===== src/rtl/mem_stage.sv =====
// mem_stage: memory stage of the five-stage pipeline, directly downstream of EX.
// Latches EX results into the EX/MEM (M) register, decodes load/store opcodes,
// drives the data-memory request/ready handshake (stalling upstream while the
// memory is not ready), aligns/extends load data and registers one result per
// instruction for WB.
//
// Ports:
//   clk, reset (synchronous, active-low)
//   in_valid/in_instr/in_pc/in_res/in_wd/in_rd2 : EX results
//   mem_stall                                   : freeze PC, IF/ID, ID/EX, EX
//   m_req/m_we/m_addr/m_byteen/m_wdata          : data-memory request
//   m_rdata/m_ready                             : data-memory response
//   wb_valid/wb_instr/wb_pc/wb_addr/wb_wd       : registered WB result
//
// Build option: define MEM_UNSIGNED_LOAD_EN to decode lbu/lhu as
// zero-extending loads; otherwise those opcodes pass M.wd through.
module mem_stage (
  input  logic        clk,
  input  logic        reset,
  input  logic        in_valid,
  input  logic [31:0] in_instr,
  input  logic [31:0] in_pc,
  input  logic [31:0] in_res,
  input  logic [31:0] in_wd,
  input  logic [31:0] in_rd2,
  output logic        mem_stall,
  output logic        m_req,
  output logic        m_we,
  output logic [31:0] m_addr,
  output logic [3:0]  m_byteen,
  output logic [31:0] m_wdata,
  input  logic [31:0] m_rdata,
  input  logic        m_ready,
  output logic        wb_valid,
  output logic [31:0] wb_instr,
  output logic [31:0] wb_pc,
  output logic [31:0] wb_addr,
  output logic [31:0] wb_wd
);

  typedef enum logic {S_IDLE, S_WAIT} state_t;

  state_t      state, state_nxt;

  logic        m_valid;
  logic [31:0] m_instr, m_pc, m_res, m_wd, m_rd2;

  logic [5:0]  op;
  logic        is_lw, is_lh, is_lb, is_lhu, is_lbu;
  logic        is_sw, is_sh, is_sb;
  logic        is_load, is_store, req, done;
  logic [15:0] half_sel;
  logic [7:0]  byte_sel;
  logic [31:0] load_data;

  // Opcode decode of the instruction held in M
  assign op = m_instr[31:26];

  always_comb begin
    is_lw = (op == 6'b100011);
    is_lh = (op == 6'b100001);
    is_lb = (op == 6'b100000);
    is_sw = (op == 6'b101011);
    is_sh = (op == 6'b101001);
    is_sb = (op == 6'b101000);
`ifdef MEM_UNSIGNED_LOAD_EN
    is_lbu = (op == 6'b100100);
    is_lhu = (op == 6'b100101);
`else
    is_lbu = 1'b0;
    is_lhu = 1'b0;
`endif
    is_load  = is_lw | is_lh | is_lb | is_lbu | is_lhu;
    is_store = is_sw | is_sh | is_sb;
  end

  assign req  = m_valid & (is_load | is_store);
  // A non-memory op completes at once; a memory op completes on m_ready
  assign done = m_valid & (~(is_load | is_store) | m_ready);

  // Handshake FSM; the request and its fields come straight from M, which is
  // frozen by mem_stall, so they stay stable for the whole WAIT period.
  always_ff @(posedge clk) begin
    if (!reset) state <= S_IDLE;
    else        state <= state_nxt;
  end

  always_comb begin
    state_nxt = state;
    m_req     = 1'b0;
    mem_stall = 1'b0;
    case (state)
      S_IDLE: begin
        if (req) begin
          m_req     = 1'b1;
          mem_stall = ~m_ready;
          if (!m_ready) state_nxt = S_WAIT;
        end
      end
      S_WAIT: begin
        m_req     = req;
        mem_stall = req & ~m_ready;
        if (!req || m_ready) state_nxt = S_IDLE;
      end
      default: state_nxt = S_IDLE;
    endcase
  end

  assign m_we   = m_req & is_store;
  assign m_addr = {m_res[31:2], 2'b00};

  // Store lane enables and replicated write data
  always_comb begin
    m_byteen = '0;
    m_wdata  = '0;
    if (m_req && is_sw) begin
      m_byteen = 4'b1111;
      m_wdata  = m_rd2;
    end else if (m_req && is_sh) begin
      m_byteen = m_res[1] ? 4'b1100 : 4'b0011;
      m_wdata  = {2{m_rd2[15:0]}};
    end else if (m_req && is_sb) begin
      m_byteen = 4'b0001 << m_res[1:0];
      m_wdata  = {4{m_rd2[7:0]}};
    end
  end

  // Load alignment and extension
  always_comb begin
    half_sel = m_res[1] ? m_rdata[31:16] : m_rdata[15:0];
    case (m_res[1:0])
      2'd0:    byte_sel = m_rdata[7:0];
      2'd1:    byte_sel = m_rdata[15:8];
      2'd2:    byte_sel = m_rdata[23:16];
      default: byte_sel = m_rdata[31:24];
    endcase
    load_data = m_rdata;
    if (is_lh)       load_data = {{16{half_sel[15]}}, half_sel};
    else if (is_lhu) load_data = {16'h0000, half_sel};
    else if (is_lb)  load_data = {{24{byte_sel[7]}}, byte_sel};
    else if (is_lbu) load_data = {24'h000000, byte_sel};
  end

  // EX/MEM register
  always_ff @(posedge clk) begin
    if (!reset) begin
      m_valid <= 1'b0;
    end else if (!mem_stall) begin
      m_valid <= in_valid;
      m_instr <= in_instr;
      m_pc    <= in_pc;
      m_res   <= in_res;
      m_wd    <= in_wd;
      m_rd2   <= in_rd2;
    end
  end

  // MEM/WB register
  always_ff @(posedge clk) begin
    if (!reset) begin
      wb_valid <= 1'b0;
      wb_instr <= '0;
      wb_pc    <= '0;
      wb_addr  <= '0;
      wb_wd    <= '0;
    end else begin
      wb_valid <= done;
      if (done) begin
        wb_instr <= m_instr;
        wb_pc    <= m_pc;
        wb_addr  <= m_res;
        wb_wd    <= is_load ? load_data : m_wd;
      end
    end
  end

endmodule


===== config.mk =====
export PLATFORM = sky130hd
export DESIGN_NAME = mem_stage
export DESIGN_NICKNAME = d
export VERILOG_FILES = /design/src/rtl/mem_stage.sv
export SDC_FILE = /design/constraint.sdc
export NUM_CORES = 1
export LEC_CHECK = 0
export ABC_AREA = 1
export BUFFER_PORTS_ARGS = -buffer_cell sky130_fd_sc_hd__buf_2
export CORE_MARGIN = 4
export CORE_UTILIZATION = 40
export DETAILED_ROUTE_END_ITERATION = 10
export PLACE_DENSITY = 0.72
export SKIP_CTS_REPAIR_TIMING = 1
export SYNTH_ARGS = -nofsm -noshare
export SYNTH_HDL_FRONTEND = slang
export SYNTH_SLANG_ARGS = --single-unit

===== constraint.sdc =====
create_clock -name clk -period 5.3 [get_ports clk]
set_input_delay 1.06 -clock clk [delete_from_list [all_inputs] [get_ports clk]]
set_output_delay 1.06 -clock clk [all_outputs]
set_load 0.02 [all_outputs]

---- Word-level counts from Yosys, hierarchy flattened ----
Cells that the tools add are included.
word-level totals
  bits in latches ......................... 0
  bits in registers ....................... 291
  memory bits (read-only) ................. 0
  memories kept ........................... 0
  bits in writable memories ............... 0
  input bits .............................. 196
operators by class
  bitwise logic cells ..................... 14
  shift-type cells ........................ 1
  equal/unequal tests ..................... 8
  reduce and logical (&&, ||, !) cells .... 7
  multiply operators ...................... 0
  divide/modulo/power cells ............... 0
  mux-type cells .......................... 20
  $add $sub $neg .......................... 0
  $lt $le $gt $ge ......................... 0
operators with widths
  operator             count
  $mux 32              6
  $eq 6x6->1 const B   6
  $pmux 8 s3           1
  $mux 16              1
  $mux 4               4
  $or 1x1->1           6
  $pmux 1 s2           3
  $mux 1               5
  $and 1x1->1          4
  $not 1->1            4
  $shl 1x2->4 const A  1
  $logic_and 1x1->1    3
  $eq 2x1->1 const B   1
  $eq 2x2->1 const B   1
  $logic_not 2->1      1
  $reduce_and 2->1     1
  $logic_not 1->1      1
  $logic_or 1x1->1     1

---- Longest topological paths before layout ----
  depth in word-level cells ............... 11
  mapped depth ............................ 11
  mapped depth without buffers ............ 9

---- Worst setup path after synthesis ----
No wires, ideal clock.
  kind .................................... input-to-reg
  start ................................... in reset
  end ..................................... reg m_instr[0], enable pin
  setup time .............................. 0.512 ns
  arrival ................................. 4.490 ns
  slack ................................... 0.297 ns
  buffers on the path ..................... 1
  required time ........................... 4.788 ns
  stages on the path ...................... 3
  path through ............................ clkbuf_1 > o21ai_0 > inv_1
on the way
  word-level cells in the longest chain between the ends .. 1
RTL lines
  element                     RTL line  RTL
  from (decl)                 19        input logic reset,
  $reduce_and 2->1 (no line)  n/a
  to (signal assigned)        150       m_instr <= in_instr;
  to (decl)                   46        logic [31:0] m_instr, m_pc, m_res, m_wd, m_rd2;
Every way passes these cells.
A chain may end at the register's enable or synchronous reset.

---- Worst setup path in the final report ----
  start ................................... reg m_instr[28]
  end ..................................... out m_wdata[23]
on the way
  word-level cells in the longest chain between the ends .. 11
  elaborated cells between the ends (all ways) .. 20
  classes of those cells .................. eq/ne (6); mux (5); bitwise (6); reduce/logical (3)
RTL lines
  element                                      RTL line  RTL
  $eq 6x6->1 (on tied branches)                n/a
  $or 1x1->1 (on tied branches) (2 in series)  73, 74
  $or 1x1->1                                   77        assign req = m_valid & (is_load | is_store);
  $and 1x1->1                                  77
  $mux 1                                       94        if (req) begin
  $pmux 1 s2                                   92        case (state)
  $logic_and 1x1->1                            122       end else if (m_req && is_sb) begin
  $mux 32                                      122
  $mux 32                                      119       end else if (m_req && is_sh) begin
  $mux 32 *                                    116       if (m_req && is_sw) begin
  to (decl)                                    31        output logic [31:0] m_wdata,
Mark *: on every way between the ends. The rest lies on a longest branch, timed or not.

==> summary.txt <==
Synthesized area per cell: 10.32 µm²
Mux cell area share after synthesis: 0%
Sequential cell area: 7407 µm²
Clock buffer count from CTS: 31
Critical path's top delay family: simple AND/OR/NAND/NOR gates
Total power: 5.311 mW
Dominant cells by area after synthesis: edfxtp_1 (43%), dfxtp_1 (23%), nor2_1 (7.1%)
Worst vdd ir: 0.2572 mV
Synth Area in Compound Gates: 11.80%
Pins Over Slew Limit: 0
Total grt overflow: 0
Post-synth top area share: 42.61%
Final HPWL DP: 22480 µm
CTS H-tree depth: 1
Cell taking the most area after synthesis: edfxtp_1
Worst EP arrival: 2630 ps
Crit-path cells: inv_1 -> nand3_2 -> nor2_1 -> nand3_1 -> inv_2 -> nand2_1 -> o21ai_0 -> buf_2
WL/cell: 17.12 µm
Latest clock arrival within the worst-skew pair: 560 ps
Die Y-Extent: 175.9 µm
Status: finished, final reports clean
Final setup violation count: 0
Leak: 6.534 nW
Number of port buffers: 393
First-pass GRT wire length: 46950 µm
CTS tree: yes
Core Area: 27780 µm²
Area occupied by multi-input gates: 3012 µm²
Clock sinks: 290
# IOs: 396
Crit. End Element: output pin
Final hold violation count: 0
Setup TNS: 0 ps
Layout cells sized above 1: 33.10%
Total GRT Usage: 19.16%
Post-DP Area: 13150 µm²
Min Hold Slack: 473.1 ps
Seq cells post-synth: 290
Clk buf depth: 3
Yosys warnings: 0
Netlist cell types: 35
Synthesized area: 11280 µm²
Final period utilization: 69.53%
RSZ-0062 raised after global routing: no
Initial Utilization: 40.59%
Filler cells: 2580
Antenna viol nets, final: 0
DRC viols: 0
Crit path launch type: flip-flop
Max Freq: 0.2713 GHz
Mapped Cells: 1093
Area growth syn-to-layout: 25.89%
Fin area: 14190 µm²
Adder-Cell Fraction of Synth Area: 0%
Initial antenna violation count: 7
First DRT Iteration DRCs: 596
Sequential share of the synthesized area: 65.69%
Actual slew at the worst max-slew pin: 1066 ps
Largest family of logic cells by synthesized area: simple AND/OR/NAND/NOR gates
Hold Path Class: flip-flop to flip-flop
DIE WIDTH: 175.9 µm
Largest net degree at the start of global routing: 106
Vias in the first global route: 8477
Worst-path clk slew: 60 ps
P per Cell Area: 374.2 nW/µm²
Worst Path Buf+Inv: 3
Worst Path Class, Setup: flip-flop to output pin
Setup Skew: 9.888 ps
Gpl congestion: 0.9807
Clock root buffer: clkbuf_16
Synth Area in Simple Gates: 14.85%
Max-cap viol count: 0
Tmin final: 3685 ps
Xor and xnor area share after synthesis: 0%
Vias/cell: 4.821
Drt total wl: 31540 µm
Row Count: 61
Slowest cell on the critical path: nand3_1
Initial DRT Pass Iterations: 5
Relative slew slack: 28.96%
Post-layout net count: 1630
Max Fanout on Critical Path: 16
Die ar.: 30940 µm²
WP data required: 4240 ps
CP max stage delay: 430 ps
Vias: 8881
[Yosys cell counts]
| cell | n |
|---|---|
| nand3_4 | 2 |
| a21oi_2 | 14 |
| o21ai_0 | 149 |
| nor2_2 | 2 |
| o21ai_1 | 5 |
| buf_8 | 1 |
| clkbuf_1 | 23 |
| nand2_4 | 3 |
| o31ai_1 | 2 |
| clkbuf_2 | 2 |
| nor2_8 | 1 |
| inv_2 | 6 |
| inv_4 | 2 |
| a211oi_1 | 6 |
| nand2_2 | 4 |
| nand4_2 | 1 |
| edfxtp_1 | 160 |
| nor2_4 | 4 |
| buf_6 | 17 |
| nand3_1 | 5 |
| o211ai_1 | 7 |
| nand3_2 | 2 |
| buf_2 | 13 |
| a22oi_1 | 6 |
| nor2_1 | 212 |
| a21oi_1 | 47 |
| conb_1 | 1 |
| a31oi_1 | 1 |
| o22ai_1 | 2 |
| inv_1 | 52 |
| o311ai_0 | 2 |
| dfxtp_1 | 130 |
| o21a_1 | 1 |
| buf_4 | 35 |
| nand2_1 | 173 |
[worst register-to-register path, stage by stage, from the launching register on]
cell and delay [ps]:
edfxtp_1 720, nand2_4 160, nand3_4 140, o21ai_0 170, inv_6 580, buf_12 420
[final cells by class]
class	instances	area share, %
Sequential cell	290	52.18
Multi-Input combinational cell	653	21.22
Timing Repair Buffer	398	14.23
Clock buffer	42	5.826
Tap cell	378	3.332
Inverter	60	1.657
Clock inverter	16	1.472
Antenna cell	5	0.08814
[power breakdown]
| part | leakage, nW | internal, mW | total [mW] | switching, mW |
|---|---|---|---|---|
| Clock | 0.500 | 1.33 | 2.20 | 0.864 |
| Combinational | 3.40 | 0.179 | 0.526 | 0.347 |
| Sequential | 2.64 | 2.52 | 2.59 | 0.0642 |
[path summary, 6_finish.rpt]
path,startpoint,endpoint,slack (ps),cells after the start
max reg2reg,m_instr[27]$_DFFE_PP_,m_wd[17]$_DFFE_PP_,2610,5
max,m_instr[28]$_DFFE_PP_,m_wdata[23],1610,8
min,wb_instr[22]$_SDFFE_PN0P_,wb_instr[22]$_SDFFE_PN0P_,470,2
min reg2reg,wb_instr[22]$_SDFFE_PN0P_,wb_instr[22]$_SDFFE_PN0P_,470,2
[per-stage QoR]
| stage | cells | setup WS [ps] | utilization [%] |
|---|---|---|---|
| floorplan | 1094 | 297.2 | - |
| global placement | 1779 | 2140 | 47.32 |
| detailed placement | 1779 | 2100 | 47.32 |
| CTS | 1837 | 1642 | 51.05 |
| global route | 1842 | 1403 | 51.09 |
| finish | 1842 | 1615 | 51.09 |
[cells in the final DEF (no fill, tap or decap), drive strengths merged]
cell,instances
buf,398
nor2,219
nand2,180
edfxtp,160
o21ai,154
dfxtp,130
inv,62
a21oi,61
clkbuf,42
nand3,9
clkinv,8
o211ai,7
a211oi,6
a22oi,6
diode,5
bufinv,5
o22ai,2
o311ai,2
o31ai,2
conb,2
nand4,1
a31oi,1
o21a,1
clkinvlp,1
[cell families after synthesis]
| logic type | Yosys count |
|---|---|
| flops | 290 |
| simple gates | 409 |
| buf+inv | 151 |
| other cells | 1 |
| compound gates | 242 |
[sequential cells by signal, indices dropped and copies added, names as in the netlist]
name	count
wb_instr	32
m_pc	32
wb_addr	32
wb_pc	32
m_instr	32
wb_wd	32
m_valid	1
m_wd	32
m_res	32
wb_valid	1
m_rd2	32
[per-layer routing]
| metal | share of wire, % | up-vias | GRT usage (%) |
|---|---|---|---|
| met5 | 0.067 | - | 0 |
| met1 | 39 | 4134 | 23.55 |
| met3 | 7.8 | 82 | 4.821 |
| met4 | 4.2 | 4 | 8.057 |
| met2 | 49 | 364 | 32.26 |
| li1 | - | 4297 | - |
Note: power is estimated with default switching activity, not from simulation.
